--- src/rtl/dmem_responder.sv ---
// rtl/dmem_responder.sv - single-outstanding data-memory responder with fixed access latency
module dmem_responder #(
    parameter int N         = 64,
    parameter int ADDR_BITS = 6,
    parameter int LATENCY   = 2
) (
    input  logic         clk,
    input  logic         reset,
    input  logic         req_M,
    input  logic         we_M,
    input  logic [N-1:0] address_M,
    input  logic [N-1:0] writeData_M,
    output logic [N-1:0] readData_M,
    output logic         ack_M,
    output logic         busy_M,
    output logic         misaligned_M
);

    localparam int WORDS = 1 << ADDR_BITS;
    localparam int AW    = ADDR_BITS + 3;

    typedef enum logic [1:0] {
        S_IDLE = 2'd0,
        S_WAIT = 2'd1,
        S_ACK  = 2'd2
    } state_t;

    state_t         state_q, state_d;
    logic [3:0]     cnt_q, cnt_d;
    logic           we_q;
    logic [AW-1:0]  addr_q;
    logic [N-1:0]   wdata_q;
    logic [N-1:0]   rdata_q, rdata_d;
    logic           mis_q, mis_d;
    logic [N-1:0]   mem [WORDS];

    logic                 accept;
    logic                 access;
    logic                 aligned;
    logic [ADDR_BITS-1:0] idx;
    logic                 unused_addr_hi;

    assign accept         = (state_q == S_IDLE) && req_M;
    assign access         = (state_q == S_WAIT) && (cnt_q == 4'd0);
    assign aligned        = (addr_q[2:0] == 3'b000);
    assign idx            = addr_q[AW-1:3];
    assign unused_addr_hi = ^address_M[N-1:AW];

    always_ff @(posedge clk or negedge reset) begin
        if (!reset) begin
            state_q <= S_IDLE;
            cnt_q   <= 4'd0;
        end else begin
            state_q <= state_d;
            cnt_q   <= cnt_d;
        end
    end

    always_comb begin
        state_d = state_q;
        cnt_d   = cnt_q;
        case (state_q)
            S_IDLE: begin
                if (req_M) begin
                    state_d = S_WAIT;
                    cnt_d   = 4'(LATENCY - 1);
                end
            end
            S_WAIT: begin
                if (cnt_q != 4'd0) begin
                    cnt_d = cnt_q - 4'd1;
                end else begin
                    state_d = S_ACK;
                end
            end
            S_ACK:   state_d = S_IDLE;
            default: state_d = S_IDLE;
        endcase
    end

    always_comb begin
        busy_M       = (state_q != S_IDLE);
        ack_M        = (state_q == S_ACK);
        misaligned_M = mis_q && (state_q == S_ACK);
        readData_M   = rdata_q;
    end

    // Request fields are frozen at acceptance so later input changes cannot leak in.
    always_ff @(posedge clk or negedge reset) begin
        if (!reset) begin
            we_q    <= 1'b0;
            addr_q  <= '0;
            wdata_q <= '0;
        end else if (accept) begin
            we_q    <= we_M;
            addr_q  <= address_M[AW-1:0];
            wdata_q <= writeData_M;
        end
    end

    always_comb begin
        rdata_d = rdata_q;
        mis_d   = mis_q;
        if (access) begin
            mis_d = !aligned;
            if (!aligned) begin
                rdata_d = '0;
            end else if (!we_q) begin
                rdata_d = mem[idx];
            end
        end
    end

    always_ff @(posedge clk or negedge reset) begin
        if (!reset) begin
            rdata_q <= '0;
            mis_q   <= 1'b0;
        end else begin
            rdata_q <= rdata_d;
            mis_q   <= mis_d;
        end
    end

    // No reset on the array: contents survive reset, and an aborted store never reaches access.
    always_ff @(posedge clk) begin
        if (access && we_q && aligned) begin
            mem[idx] <= wdata_q;
        end
    end

endmodule
--- config.mk ---
export PLATFORM = sky130hd
export DESIGN_NAME = dmem_responder
export DESIGN_NICKNAME = d
export VERILOG_FILES = /design/src/rtl/dmem_responder.sv
export SDC_FILE = /design/constraint.sdc
export NUM_CORES = 2
export LEC_CHECK = 0
export BUFFER_PORTS_ARGS = -buffer_cell sky130_fd_sc_hd__buf_2
export CORE_ASPECT_RATIO = 1.75
export CORE_MARGIN = 2
export CORE_UTILIZATION = 60
export CTS_CLUSTER_DIAMETER = 30
export DETAILED_ROUTE_END_ITERATION = 16
export HOLD_SLACK_MARGIN = 0.06
export PLACE_DENSITY = 0.77
export SETUP_SLACK_MARGIN = 0.4
export SYNTH_ARGS = -nofsm -noshare
export SYNTH_HDL_FRONTEND = slang
export SYNTH_SLANG_ARGS = --single-unit
--- constraint.sdc ---
create_clock -name clk -period 5.3 [get_ports clk]
set_input_delay 0.265 -clock clk [delete_from_list [all_inputs] [get_ports clk]]
set_output_delay 0.265 -clock clk [all_outputs]
set_load 0.02 [all_outputs]
Word-level counts from Yosys, hierarchy flattened

Memories as Yosys holds them, arrays and structs flattened.
Cells that the tools add are included.
W data, S select, Z words.

Eq/ne operators: 6
Mux-type cells: 10
$add $sub $neg: 1
Reductions and logical operators: 15

Operators with widths:

| operator              | number |
|---|---|
| $mux W64              | 2 |
| $mux W4               | 2 |
| $pmux W4 S2           | 1 |
| $ne A2 B2 Y1 const B  | 3 |
| $logic_and A1 B1 Y1   | 5 |
| $logic_not A4 Y1      | 1 |
| $mux W2               | 2 |
| $pmux W2 S2           | 1 |
| $reduce_and A2 Y1     | 2 |
| $reduce_bool A2 Y1    | 2 |
| $reduce_bool A4 Y1    | 1 |
| $sub A4 B1 Y4 const B | 1 |
| $logic_not A3 Y1      | 1 |
| $reduce_and A3 Y1     | 1 |
| $eq A2 B1 Y1 const B  | 1 |
| $eq A2 B2 Y1 const B  | 1 |
| $logic_not A2 Y1      | 1 |
| $mux W1               | 2 |
| $ne A2 B1 Y1 const B  | 1 |
| $logic_not A1 Y1      | 1 |

Bits in writable memories: 4096
Output and inout port bits: 67
Input bits: 132
Logic and storage cells: 40
Register bits: 145
Memories: 1

Memory list:

| name | words | bits a word | read ports | clocked after Yosys merged registers in | wr ports | RTL line | source |
|---|---|---|---|---|---|---|---|
| mem  | 64    | 64          | 1          | 0                                       | 1        | 35       | `logic [N-1:0] mem [WORDS];` |

Longest topological paths before layout

Word-level depth: 6
Depth in mapped cells: 10
Gate-level depth less buffers: 8

Least setup slack after synthesis

Ideal clock, no wire load.

Path kind: register to register
From: reg cnt_q[0]
To: mem mem[12][0] (enable)
Setup time: 0.487 ns
Cell stages (with the launch flop): 9
Required time: 4.813 ns
Arrival: 4.440 ns
Buffers on the path: 0
Period minus slack after synthesis: 4.927 ns
Setup slack: 0.373 ns
Cells stage by stage: dfrtp_1 -> inv_1 -> ha_1 -> or3b_1 -> nor3_1 -> nand2_1 -> nor2_1 -> nand2_1 -> nor2_1

Cells in the longest elaborated chain, start to end: 6

Ends and longest elaborated chain:

| item                              | RTL line | source |
|---|---|---|
| from (decl)                       | 29       | `logic [3:0] cnt_q, cnt_d;` |
| from (signal assigned)            | 55       | `cnt_q <= cnt_d;` |
| $logic_not A4 Y1                  | 44       | `assign access = (state_q == S_WAIT) && (cnt_q == 4'd0);` |
| $logic_and A1 B1 Y1               | 44       |  |
| $logic_and A1 B1 Y1 (2 in series) | 126      | `if (access && we_q && aligned) begin` |
| $mux W1                           | 126      |  |
| $mux W1 (implied by the code)     | 127      | `mem[idx] <= wdata_q;` |
| to (decl)                         | 35       |  |

Every way passes these cells.

Final worst setup path

From: reg cnt_q[0]
To: mem mem[2][61] (enable)

The elaborated chain is that of the path after synthesis.

==> flow_summary.json <==
{
  "status": "completed",
  "die_area_um2": 271000,
  "setup_viol": 0,
  "routed.top_layer": "met5",
  "maxSlewViolCount": 0,
  "antenna_left": 0,
  "cp-start-kind": "flop",
  "cts_sinks": 4241,
  "fmaxAchievable_mhz": 205,
  "clkPwrFrac_pct": 29.7,
  "die_x_um": 394,
  "crit_buf_inv": 2,
  "first_iter_violations": 13910,
  "cts_tree": "done",
  "crit_path_cell_trace": "inv_1, ha_1, or3b_1, nor3_1, nand2_1, nor2_1, nand2_1, nor2_4, buf_12",
  "antenna_found_initial": 11,
  "start_util_pct": 60.4,
  "cts_max_path_buffers": 4,
  "rows": 250,
  "p_int_mw": 71.8,
  "hold_viol": 0,
  "io_pins": 199,
  "avgSynthCellArea_um2": 18.5,
  "finalNonFillerCells": 13027,
  "synth_area_um2": 160000,
  "yosysSeqAreaShare_pct": 79.2,
  "die_h_um": 687,
  "io_buffers": 143,
  "fin_skew_ps": 51.6,
  "core_um2": 265000,
  "p_leak_nw": 60.5,
  "sw_frac_of_total_pct": 34.6,
  "cp.required_ps": 5920,
  "synthFlopType": "edfxtp_1",
  "route.met3.wl_mm": 51.9,
  "place_hpwl_mm": 248,
  "switching_power_mw": 38.0,
  "tightest_slew_ps": 1320,
  "path_common_cell": "nand2_1",
  "via_per_inst": 7.17,
  "synth_async_sr_flop_share_pct": 3.42,
  "cts.clk_slew.worst_paths_ps": 60,
  "worst_skew_pair.late_latency_ps": 970,
  "dr_wl_met2_mm": 227,
  "cp-end-kind": "flop",
  "numCtsBuffers": 450,
  "post_cts_buffers": 0,
  "nets": 9237,
  "slowest_delay_ps": 790,
  "fin_crit_sh_pct": 92.1,
  "met1_length_mm": 143,
  "gr-usage-all-layers_pct": 33.2,
  "dp.cells": 12058,
  "relSlewSlack_pct": 11.8,
  "vias": 93425,
  "power_density_nw_per_um2": 597,
  "grt_pass1_vias": 94208,
  "area_growth_pct": 15.1,
  "period_needed_ps": 4880,
  "drive_gt1_share_pct": 16.1,
  "sequentialPowerShare_pct": 39.3,
  "worstSetupPathType": "flop to flop",
  "finalPower_mw": 110,
  "synth-edff-count": 4096,
  "worstHoldPathType": "input port to flop",
  "synth_cells": 8621,
  "synth_nets": 8755,
  "synth_cell_types": 49,
  "rsz0062_at_grt": "false",
  "clock-root-buffer": "clkbuf_16",
  "tns_ps": 0,
  "grt_pass1_wl_mm": 647,
  "drc": 0,
  "crit_family": "simple AND/OR/NAND/NOR gates",
  "critical_path.slowest_cell": "nor2_4",
  "grt_start_max_net_pins": 139,
  "wirelength_mm": 457,
  "htreeDepth": 5,
  "gp_congestion": 0.890,
  "maxCapViolations": 0,
  "ir_worst_vdd_uv": 563,
  "cp_max_fo": 23,
  "wire_per_inst_um": 35.1,
  "worstPathArrival_ps": 5500,
  "yosys_warnings": 0,
  "drt-pass1-iter-count": 10,
  "globalRoute.totalOverflow": 0,
  "comb_power_share_pct": 30.9,
  "ys_seq_elements": 4241
}
flip-flops by register name, summed over array words and instances, names as in the netlist:
signal / count
mem: 4096
mis_q: 1
addr_q: 9
wdata_q: 64
readData_M: 64
we_q: 1
cnt_q: 4
state_q: 2
metal layers:
layer  GRT usage [%]  vias to the layer above
li1                -                    37345
met1            39.1                    47188
met3            5.87                     1753
met2            56.1                     7131
met5               0                        -
met4            22.6                        8
logic make-up after synthesis:
group,Yosys count,share of synthesized area [%]
buffers and inverters,660,1.82
and+or+nand+nor,275,0.817
xor gates and xnor gates,2,0.0110
muxes,1104,7.09
DFF,4241,79.2
AOI/OAI and AO/OA,2337,11.1
adders and majority gates,2,0.0156
final cells by class:
type,count,area [µm²]
Clock inverter,339,4000
Inverter,9,41.3
Timing Repair Buffer,681,6390
Sequential cell,4241,127000
Multi-Input combinational cell,3720,31000
Fill cell,15523,80800
Antenna cell,7,17.5
Tap cell,3528,4410
Clock buffer,502,11700
timing repair:
| item | 4_1_cts | 5_1_grt |
|---|---|---|
| resized for setup | 0 | 0 |
| hold endpoints to repair | 224 | 0 |
| hold buffers | 121 | 0 |
Yosys cell counts (45+ instances only):
library cell / count / area share (%)
clkbuf_1: 380 / 0.89
nor4_1: 64 / 0.25
nand2_1: 87 / 0.20
nor2_1: 82 / 0.19
buf_1: 45 / 0.11
edfxtp_1: 4096 / 77
buf_2: 198 / 0.62
mux2i_1: 1012 / 6.3
mux2_2: 77 / 0.54
o21ai_1: 64 / 0.20
dfrtp_1: 145 / 2.3
o22ai_1: 754 / 2.9
a221o_1: 992 / 6.2
a21oi_1: 496 / 1.6
stage by stage:
| stage | instance area (µm²) | setup WS, ps | utilization (%) | hold slack, ps |
|---|---|---|---|---|
| after detailed placement | 167000 | 940 | 63.1 | 326 |
| after CTS | 184000 | 908 | 69.5 | 60.6 |
| after global placement | 167000 | 952 | 63.1 | 322 |
| final | 184000 | 420 | 69.5 | 81.5 |
| after global routing | 184000 | 426 | 69.5 | 97.9 |
| after floorplan | 160000 | 373 | - | -30.6 |
layout by cell type, fill, tap and decap left out, types with 51 or more instances in the layout:
cell type | synthesis | layout
edfxtp_1 | 4096 | 4096
mux2i_1 | 1012 | 1012
a221o_1 | 992 | 992
o22ai_1 | 754 | 754
a21oi_1 | 496 | 496
clkbuf_16 | 0 | 456
buf_4 | 6 | 313
buf_2 | 198 | 142
dfrtp_1 | 145 | 133
dlygate4sd3_1 | 0 | 120
buf_12 | 0 | 104
nand2_1 | 87 | 84
mux2_2 | 77 | 77
inv_6 | 0 | 68
nor2_4 | 0 | 66
nor4_1 | 64 | 63
o21ai_1 | 64 | 63
clkinvlp_4 | 0 | 52
clkinv_2 | 0 | 51
worst reg2reg max path, stage by stage, from the launching register on:
cell and delay, ps:
dfrtp_1 380, inv_1 140, ha_1 200, or3b_1 440, nor3_1 640, nand2_1 650
nor2_1 440, nand2_1 520, nor2_4 790, buf_12 320
worst paths after layout:
kind / start / to / slack (ps) / depth (start not counted)
max in group asynchronous: reset / wdata_q[40]$_DFFE_PN0P_ / 4150 / 4
setup / recovery: cnt_q[0]$_DFFE_PN0P_ / mem[2][61]$_DFFE_PP_ / 420 / 9
setup reg to reg: cnt_q[0]$_DFFE_PN0P_ / mem[2][61]$_DFFE_PP_ / 420 / 9
hold / removal: writeData_M[23] / wdata_q[23]$_DFFE_PN0P_ / 80 / 3
min in group asynchronous: reset / readData_M[2]$_DFFE_PN0P_ / 530 / 4
hold reg to reg: readData_M[4]$_DFFE_PN0P_ / readData_M[4]$_DFFE_PN0P_ / 480 / 2
power by group through the flow:
| stage | registers [mW] | clock network, mW | logic (mW) |
|---|---|---|---|
| final | 43.2 | 32.7 | 34.0 |
| after detailed placement | 43.9 | 0 | 32.6 |
| after floorplan | 45.6 | 0 | 17.9 |
| after global routing | 43.3 | 34.0 | 35.2 |
| after global placement | 43.8 | 0 | 31.6 |
| after CTS | 43.2 | 32.7 | 33.2 |
(Power assumes the default switching activity.)
